[src/rtl/c64_sd_pkg.sv]
// Shared definitions for the SD image loader/saver: slot indices, sector geometry,
// save FSM states and the slot-to-write-request helper.
package c64_sd_pkg;

  localparam int unsigned SLOT_C1541 = 0;
  localparam int unsigned SLOT_CRT   = 1;
  localparam int unsigned SLOT_PRG   = 2;
  localparam int unsigned SLOT_BIN   = 3;
  localparam int unsigned SLOT_TAP   = 4;
  localparam int unsigned SLOT_FLT   = 5;
  localparam int unsigned NUM_SLOTS  = 6;

  localparam int unsigned SECTOR_BYTES = 512;
  localparam int unsigned SECTOR_AW    = $clog2(SECTOR_BYTES);

  typedef enum logic [2:0] {
    ST_IDLE,
    ST_CHECK,
    ST_FILL,
    ST_FILL_WAIT,
    ST_PAD,
    ST_SD_REQ,
    ST_SD_WAIT,
    ST_FINISH
  } save_state_t;

  // Slot 0 (c1541) has no write request line; slot n drives request bit n-1.
  function automatic logic [NUM_SLOTS-2:0] slot_wr_req(input logic [2:0] sel);
    logic [NUM_SLOTS-2:0] req;
    req = '0;
    for (int unsigned i = 0; i < NUM_SLOTS - 1; i++) begin
      req[i] = (sel == 3'(i + 1));
    end
    return req;
  endfunction

endpackage

[src/rtl/sd_sector_buffer.sv]
// One-sector staging RAM: written by the save FSM, read by the SD controller
// through a registered port (one cycle from rd_addr to rd_data).
module sd_sector_buffer
  import c64_sd_pkg::*;
(
  input  logic                 clk,
  input  logic                 reset_n,
  input  logic                 wr_en,
  input  logic [SECTOR_AW-1:0] wr_addr,
  input  logic [7:0]           wr_data,
  input  logic [SECTOR_AW-1:0] rd_addr,
  output logic [7:0]           rd_data
);

  logic [7:0] mem [SECTOR_BYTES];

  always_ff @(posedge clk) begin
    if (wr_en) begin
      mem[wr_addr] <= wr_data;
    end
  end

  always_ff @(posedge clk or negedge reset_n) begin
    if (!reset_n) begin
      rd_data <= '0;
    end else begin
      rd_data <= mem[rd_addr];
    end
  end

endmodule

[src/rtl/saver_sd_card.sv]
// Uploads a byte range from the core over ioctl, packs it into zero-padded
// 512-byte sectors and writes them to the selected mounted SD image slot.
module saver_sd_card
  import c64_sd_pkg::*;
#(
  parameter int unsigned RD_LATENCY = 2,
  parameter int unsigned SD_TIMEOUT = 2000000
) (
  input  logic        clk,
  input  logic        reset_n,
  input  logic        save_req,
  input  logic [2:0]  save_sel,
  input  logic [22:0] save_size,
  output logic        save_busy,
  output logic        save_done,
  output logic        save_err,
  input  logic [5:0]  sd_img_mounted,
  input  logic [31:0] sd_img_size,
  output logic [31:0] sd_lba,
  output logic [4:0]  sd_wr,
  input  logic        sd_busy,
  input  logic        sd_done,
  input  logic [8:0]  sd_byte_index,
  output logic [7:0]  sd_wr_data,
  output logic        ioctl_upload,
  output logic [22:0] ioctl_addr,
  output logic        ioctl_rd,
  input  logic [7:0]  ioctl_din,
  input  logic        ioctl_wait
);

  save_state_t          state, state_d;
  logic [2:0]           sel_q, sel_d;
  logic [22:0]          size_q, size_d;
  logic [22:0]          addr, addr_d, addr_inc;
  logic [SECTOR_AW-1:0] idx, idx_d, idx_inc;
  logic [2:0]           lat_cnt, lat_d;
  logic [31:0]          tmo, tmo_d;
  logic                 busy_d, done_d, err_d, upload_d, rd_d;
  logic [22:0]          ioctl_addr_d;
  logic [31:0]          lba_d;
  logic [4:0]           sd_wr_d;
  logic                 buf_we;
  logic [7:0]           buf_wdata;
  logic                 start_sd, abort;

  logic [22:0]          slot_size [NUM_SLOTS];
  logic [NUM_SLOTS-1:0] slot_present;
  logic                 sel_ok, check_pass;
  logic [2:0]           sel_idx;

  assign addr_inc   = addr + 23'd1;
  assign idx_inc    = idx + 1'b1;
  assign sel_ok     = (sel_q != 3'(SLOT_C1541)) && (sel_q <= 3'(SLOT_FLT));
  assign sel_idx    = sel_ok ? sel_q : '0;
  assign check_pass = sel_ok && slot_present[sel_idx] && (size_q != '0) &&
                      (size_q <= slot_size[sel_idx]);

  always_ff @(posedge clk or negedge reset_n) begin
    if (!reset_n) begin
      for (int unsigned i = 0; i < NUM_SLOTS; i++) begin
        slot_size[i] <= '0;
      end
      slot_present <= '0;
    end else begin
      for (int unsigned i = 0; i < NUM_SLOTS; i++) begin
        if (sd_img_mounted[i]) begin
          slot_size[i]    <= sd_img_size[22:0];
          slot_present[i] <= |sd_img_size;
        end
      end
    end
  end

  sd_sector_buffer u_buf (
    .clk     (clk),
    .reset_n (reset_n),
    .wr_en   (buf_we),
    .wr_addr (idx),
    .wr_data (buf_wdata),
    .rd_addr (sd_byte_index),
    .rd_data (sd_wr_data)
  );

  always_comb begin
    state_d      = state;
    sel_d        = sel_q;
    size_d       = size_q;
    addr_d       = addr;
    idx_d        = idx;
    lat_d        = lat_cnt;
    tmo_d        = tmo;
    busy_d       = save_busy;
    done_d       = 1'b0;
    err_d        = 1'b0;
    upload_d     = ioctl_upload;
    rd_d         = 1'b0;
    ioctl_addr_d = ioctl_addr;
    lba_d        = sd_lba;
    sd_wr_d      = sd_wr;
    buf_we       = 1'b0;
    buf_wdata    = ioctl_din;
    start_sd     = 1'b0;
    abort        = 1'b0;

    unique case (state)
      ST_IDLE: begin
        if (save_req) begin
          sel_d   = save_sel;
          size_d  = save_size;
          busy_d  = 1'b1;
          state_d = ST_CHECK;
        end
      end
      ST_CHECK: begin
        if (!check_pass) begin
          err_d   = 1'b1;
          busy_d  = 1'b0;
          state_d = ST_IDLE;
        end else begin
          addr_d   = '0;
          idx_d    = '0;
          lba_d    = '0;
          upload_d = 1'b1;
          state_d  = ST_FILL;
        end
      end
      ST_FILL: begin
        if (!ioctl_wait) begin
          rd_d         = 1'b1;
          ioctl_addr_d = addr;
          lat_d        = '0;
          state_d      = ST_FILL_WAIT;
        end
      end
      ST_FILL_WAIT: begin
        if (lat_cnt == 3'(RD_LATENCY)) begin
          buf_we = 1'b1;
          addr_d = addr_inc;
          idx_d  = idx_inc;
          if (addr_inc == size_q) begin
            if (idx_inc != '0) begin
              state_d = ST_PAD;
            end else begin
              start_sd = 1'b1;
            end
          end else if (idx_inc == '0) begin
            start_sd = 1'b1;
          end else begin
            state_d = ST_FILL;
          end
        end else begin
          lat_d = lat_cnt + 3'd1;
        end
      end
      ST_PAD: begin
        buf_we    = 1'b1;
        buf_wdata = 8'h00;
        idx_d     = idx_inc;
        if (idx_inc == '0) begin
          start_sd = 1'b1;
        end
      end
      ST_SD_REQ: begin
        // A same-cycle sd_done is deliberately ignored; only SD_WAIT looks at it.
        if (sd_busy) begin
          sd_wr_d = '0;
          state_d = ST_SD_WAIT;
        end else if (tmo == '0) begin
          abort = 1'b1;
        end else begin
          tmo_d = tmo - 32'd1;
        end
      end
      ST_SD_WAIT: begin
        if (sd_done) begin
          if (addr == size_q) begin
            state_d = ST_FINISH;
          end else begin
            lba_d   = sd_lba + 32'd1;
            state_d = ST_FILL;
          end
        end else if (tmo == '0) begin
          abort = 1'b1;
        end else begin
          tmo_d = tmo - 32'd1;
        end
      end
      ST_FINISH: begin
        upload_d = 1'b0;
        busy_d   = 1'b0;
        done_d   = 1'b1;
        state_d  = ST_IDLE;
      end
    endcase

    if (start_sd) begin
      sd_wr_d = slot_wr_req(sel_q);
      tmo_d   = 32'(SD_TIMEOUT);
      state_d = ST_SD_REQ;
    end
    if (abort) begin
      err_d    = 1'b1;
      busy_d   = 1'b0;
      upload_d = 1'b0;
      sd_wr_d  = '0;
      state_d  = ST_IDLE;
    end
  end

  always_ff @(posedge clk or negedge reset_n) begin
    if (!reset_n) begin
      state        <= ST_IDLE;
      sel_q        <= '0;
      size_q       <= '0;
      addr         <= '0;
      idx          <= '0;
      lat_cnt      <= '0;
      tmo          <= '0;
      save_busy    <= 1'b0;
      save_done    <= 1'b0;
      save_err     <= 1'b0;
      ioctl_upload <= 1'b0;
      ioctl_rd     <= 1'b0;
      ioctl_addr   <= '0;
      sd_lba       <= '0;
      sd_wr        <= '0;
    end else begin
      state        <= state_d;
      sel_q        <= sel_d;
      size_q       <= size_d;
      addr         <= addr_d;
      idx          <= idx_d;
      lat_cnt      <= lat_d;
      tmo          <= tmo_d;
      save_busy    <= busy_d;
      save_done    <= done_d;
      save_err     <= err_d;
      ioctl_upload <= upload_d;
      ioctl_rd     <= rd_d;
      ioctl_addr   <= ioctl_addr_d;
      sd_lba       <= lba_d;
      sd_wr        <= sd_wr_d;
    end
  end

endmodule

[config.mk]
export PLATFORM = sky130hd
export DESIGN_NAME = saver_sd_card
export DESIGN_NICKNAME = d
export VERILOG_FILES = /design/src/rtl/c64_sd_pkg.sv /design/src/rtl/sd_sector_buffer.sv /design/src/rtl/saver_sd_card.sv
export SDC_FILE = /design/constraint.sdc
export NUM_CORES = 2
export LEC_CHECK = 0
export BUFFER_PORTS_ARGS = -buffer_cell sky130_fd_sc_hd__buf_2
export CAP_MARGIN = 5
export CORE_MARGIN = 2
export CORE_UTILIZATION = 60
export DETAILED_ROUTE_END_ITERATION = 10
export PLACE_DENSITY = 0.81
export REMOVE_ABC_BUFFERS = 1
export SYNTH_ARGS = -nofsm -noshare
export SYNTH_HDL_FRONTEND = slang
export SYNTH_SLANG_ARGS = --single-unit
[constraint.sdc]
create_clock -name clk -period 12.7 [get_ports clk]
set_input_delay 1.27 -clock clk [delete_from_list [all_inputs] [get_ports clk]]
set_output_delay 1.27 -clock clk [all_outputs]
set_load 0.1 [all_outputs]
==> flow_summary.toml <==
[min_path]
holdCritStartpoint = "slot_size[32]"
min_to = "slot_size[32]"
hold_path.class = "reg -> reg"
whs_path_depth = 1

[synth]
yosysUniqueCellTypes = 78
ys.warnings.count = 0
synth_edf_count = 4096
postSynthAreaPerCell_sq_um = 19.27
synth_top_area_share_pct = 70.63
synth-seq-area-share_pct = 75.12
syn_inst = 9037
synth-seq-cells = 4408
synth_top_area_cell = "edfxtp_1"
async_flop_share_pct = 7.078
synth_ff_type = "edfxtp_1"
syn_area_sq_um = 174100
ys_top_cells_by_area = "edfxtp_1 71%, mux4_2 12%, dfrtp_1 4.5%"

[drt]
ant_nets = 0
first_iter_violations = 16580
wirelength_um = 466600
vias_per_cell = 7.221
vias = 96440
dr.pass1.iters = 7
drc = 1
wl_per_cell_um = 34.94

[die]
die_w_um = 542.7
die_area_sq_um = 294600
initial_core_util_pct = 60.38
coreArea_sq_um = 288400
boundaryPins = 160
die_y_um = 542.7
rows = 197

[final_layout]
num-fill-cells = 17250
layout_common_cells = "4,096 x edfxtp_1, 910 x mux4_2, 615 x nor2_1"
fin_nets = 9298
drive_gt1_share_pct = 21.43
layout_commonest_cell = "edfxtp_1"
utilization_pct = 66.64
areaGrowthSynthToFinish_pct = 10.37

[clocking]
h-tree-depth = 5
cts_tree = "built"
clock_path_buffers = 4
numCtsBuffers = 415
clk_latency_ns = 0.94
clock-root-buffer = "clkbuf_16"
ctsResizeCount = 0
clkSlewWorstSetupHoldPaths_ns = 0.06
clock_sinks = 4408
cts_hold_buf = 0
post_cts_buffers = 0

[timing]
rsz0062_at_grt = "no"
skew_ns = 0.07669
worstMarginPinSlew_ns = 1.398
finalSetupViolCount = 0
slew_headroom_pct = 6.817
finalSetupTns_ns = 0
min_period_over_period_pct = 45.07
fmax_mhz = 174.7
finalCriticalPeriod_ns = 5.724
slew_viol_final = 0
final_hold_viol_count = 0

[global_route]
grtUsageMet2_pct = 48.59
grtUsageMet3_pct = 8.756
grtUsageMet1_pct = 41.04
overflow = 0
grt_max_degree = 226
antenna_found_initial = 52
grt_first_pass_wirelength_um = 670200
grt_busiest_layer = "met2"
track_usage_pct = 31.54
grt_pass1_vias = 95650

[worst_setup_path]
worst-r2r-setup-slack_ns = 7.14
critPathMaxFanout = 110
rr_endpoint = "addr[19]"
slowest_stage = "buf_4"
rr_startpoint = "sel_q[1]"
path_delay_family = "buffers and inverters"
critical_path.cell_chain = "buf_12 > buf_12 > buf_12 > buf_4 > mux4_2 > mux2i_1 > o21ai_0 > nand2_1 > o2111ai_1 > nand2_1 > nor4b_1 > or4_1"
slowest_delay_ns = 0.91
end_kind = "flip-flop"
reg2regPathDepth = 13
cp.required_ns = 13.57
arrival_ns = 6.60
startpoint_type = "primary input"
worst-path-buf-inv = 4
crit_path_frequent_cell = "buf_12"
worst-setup-path-type = "in -> reg"

[power]
power_density_nw_per_um2 = 166.4
leakage_nw = 62.06
ir_drop_mv = 0.2105

[place]
routabilityCongestion = 0.9120
io_buffers = 159
dp_hpwl_um = 248800

[outcome]
status = "finished with violations"
violations = "DRC"

[job]
max_cap_viol_count = 0
## routing by layer
| metal | vias up | routed length [um] | part of all wire, % |
|---|---|---|---|
| met4 | 39 | 30010 | 6.4 |
| li1 | 37090 | - | - |
| met5 | - | 328 | 0.070 |
| met3 | 1738 | 63460 | 14 |
| met1 | 48870 | 154200 | 33 |
| met2 | 8698 | 218600 | 47 |
## cell usage after synthesis (21+ instances only)
cell type and instances:
mux4_2 910, nor2b_1 21, a221oi_1 128, mux2_2 189, buf_1 35, xnor2_1 35, nand2_1 361, dfrtp_1 312
edfxtp_1 4096, a21oi_1 341, nor4_1 55, clkbuf_1 337, buf_2 163, buf_4 29, nand3_1 63, nor3_1 36
nand4_1 27, a22oi_1 66, o211ai_1 129, mux2i_1 485, inv_1 22, nor2_1 619, o21ai_0 256, xor2_1 43
ha_1 33
## cell type report
| cell class | count | area, sq um | area share (%) |
|---|---|---|---|
| flip-flops and latches | 4408 | 130800 | 68.06 |
| multi-input cells | 4039 | 41060 | 21.36 |
| clock buffers | 504 | 10910 | 5.676 |
| well taps | 3781 | 4731 | 2.461 |
| clock inverters | 245 | 2349 | 1.222 |
| repair buffers | 290 | 2093 | 1.089 |
| diodes | 64 | 160.2 | 0.08333 |
| inverters | 23 | 86.33 | 0.04492 |
## registers in the layout, indices dropped and copies added, names as in the netlist
signal and flops:
addr 23, idx 9, ioctl_addr 23, ioctl_rd 1, ioctl_upload 1, lat_cnt 3
save_busy 1, save_done 1, save_err 1, sd_lba 32, sd_wr 5, sel_q 3
size_q 23, slot_present 5, slot_size 138, state 3, tmo 32, u_buf.mem 4096
u_buf.rd_data 8
## logic make-up after synthesis
| kind of cell | after synthesis | share of synthesized area (%) |
|---|---|---|
| DFF | 4408 | 75.12 |
| adders and majority gates | 35 | 0.2544 |
| and+or+nand+nor | 1323 | 3.349 |
| muxes | 1584 | 15.78 |
| buffers and inverters | 590 | 1.464 |
| AOI/OAI and AO/OA | 1018 | 3.634 |
| xor gates and xnor gates | 79 | 0.4017 |
## worst max path at each step
stage                           startpoint  slack (ns)                to  cells past startpoint
after floorplan               ioctl_din[0]        3.48   u_buf.mem[0][0]                      1
after global placement    sd_byte_index[0]        6.05  u_buf.rd_data[6]                     12
after detailed placement  sd_byte_index[0]        6.03  u_buf.rd_data[6]                     12
after CTS                 sd_byte_index[0]        6.98  u_buf.rd_data[6]                     12
after global routing      sd_byte_index[0]        6.47  u_buf.rd_data[6]                     12
final                     sd_byte_index[0]        6.98  u_buf.rd_data[6]                     12
## worst reg2reg max path, cell delays in order (launching register included)
cell and delay [ns]:
dfrtp_1 0.82, nor2b_4 0.31, buf_4 0.43, mux4_2 0.60, a21oi_1 0.45, ha_1 0.34
nand4_1 0.15, inv_1 0.06, a221o_1 0.35, o31ai_1 0.67, and3_1 0.55, buf_4 0.43
nor4_1 0.10, o21bai_1 0.21
## through the flow
stage                     setup WS [ns]  power, W  instance area, sq um  hold WS [ns]  std cells
after floorplan                   3.481   0.01837                171700        0.4749       8470
after global placement            6.048   0.01968                178800        0.4840      12540
after detailed placement          6.035   0.01978                178800        0.4903      12540
after CTS                         6.977   0.03186                192000        0.5057      13290
after global routing              6.465   0.03257                192100        0.5148      13320
final                             6.976   0.03198                192200        0.5034      13350
## report_power, final
group | internal [W] | switching [W] | total (W)
sequential | 0.0161 | 0.000267 | 0.0164
combinational | 0.000939 | 0.00234 | 0.00328
clock | 0.00691 | 0.00543 | 0.0123
Note: power is estimated with default switching activity, not from simulation.
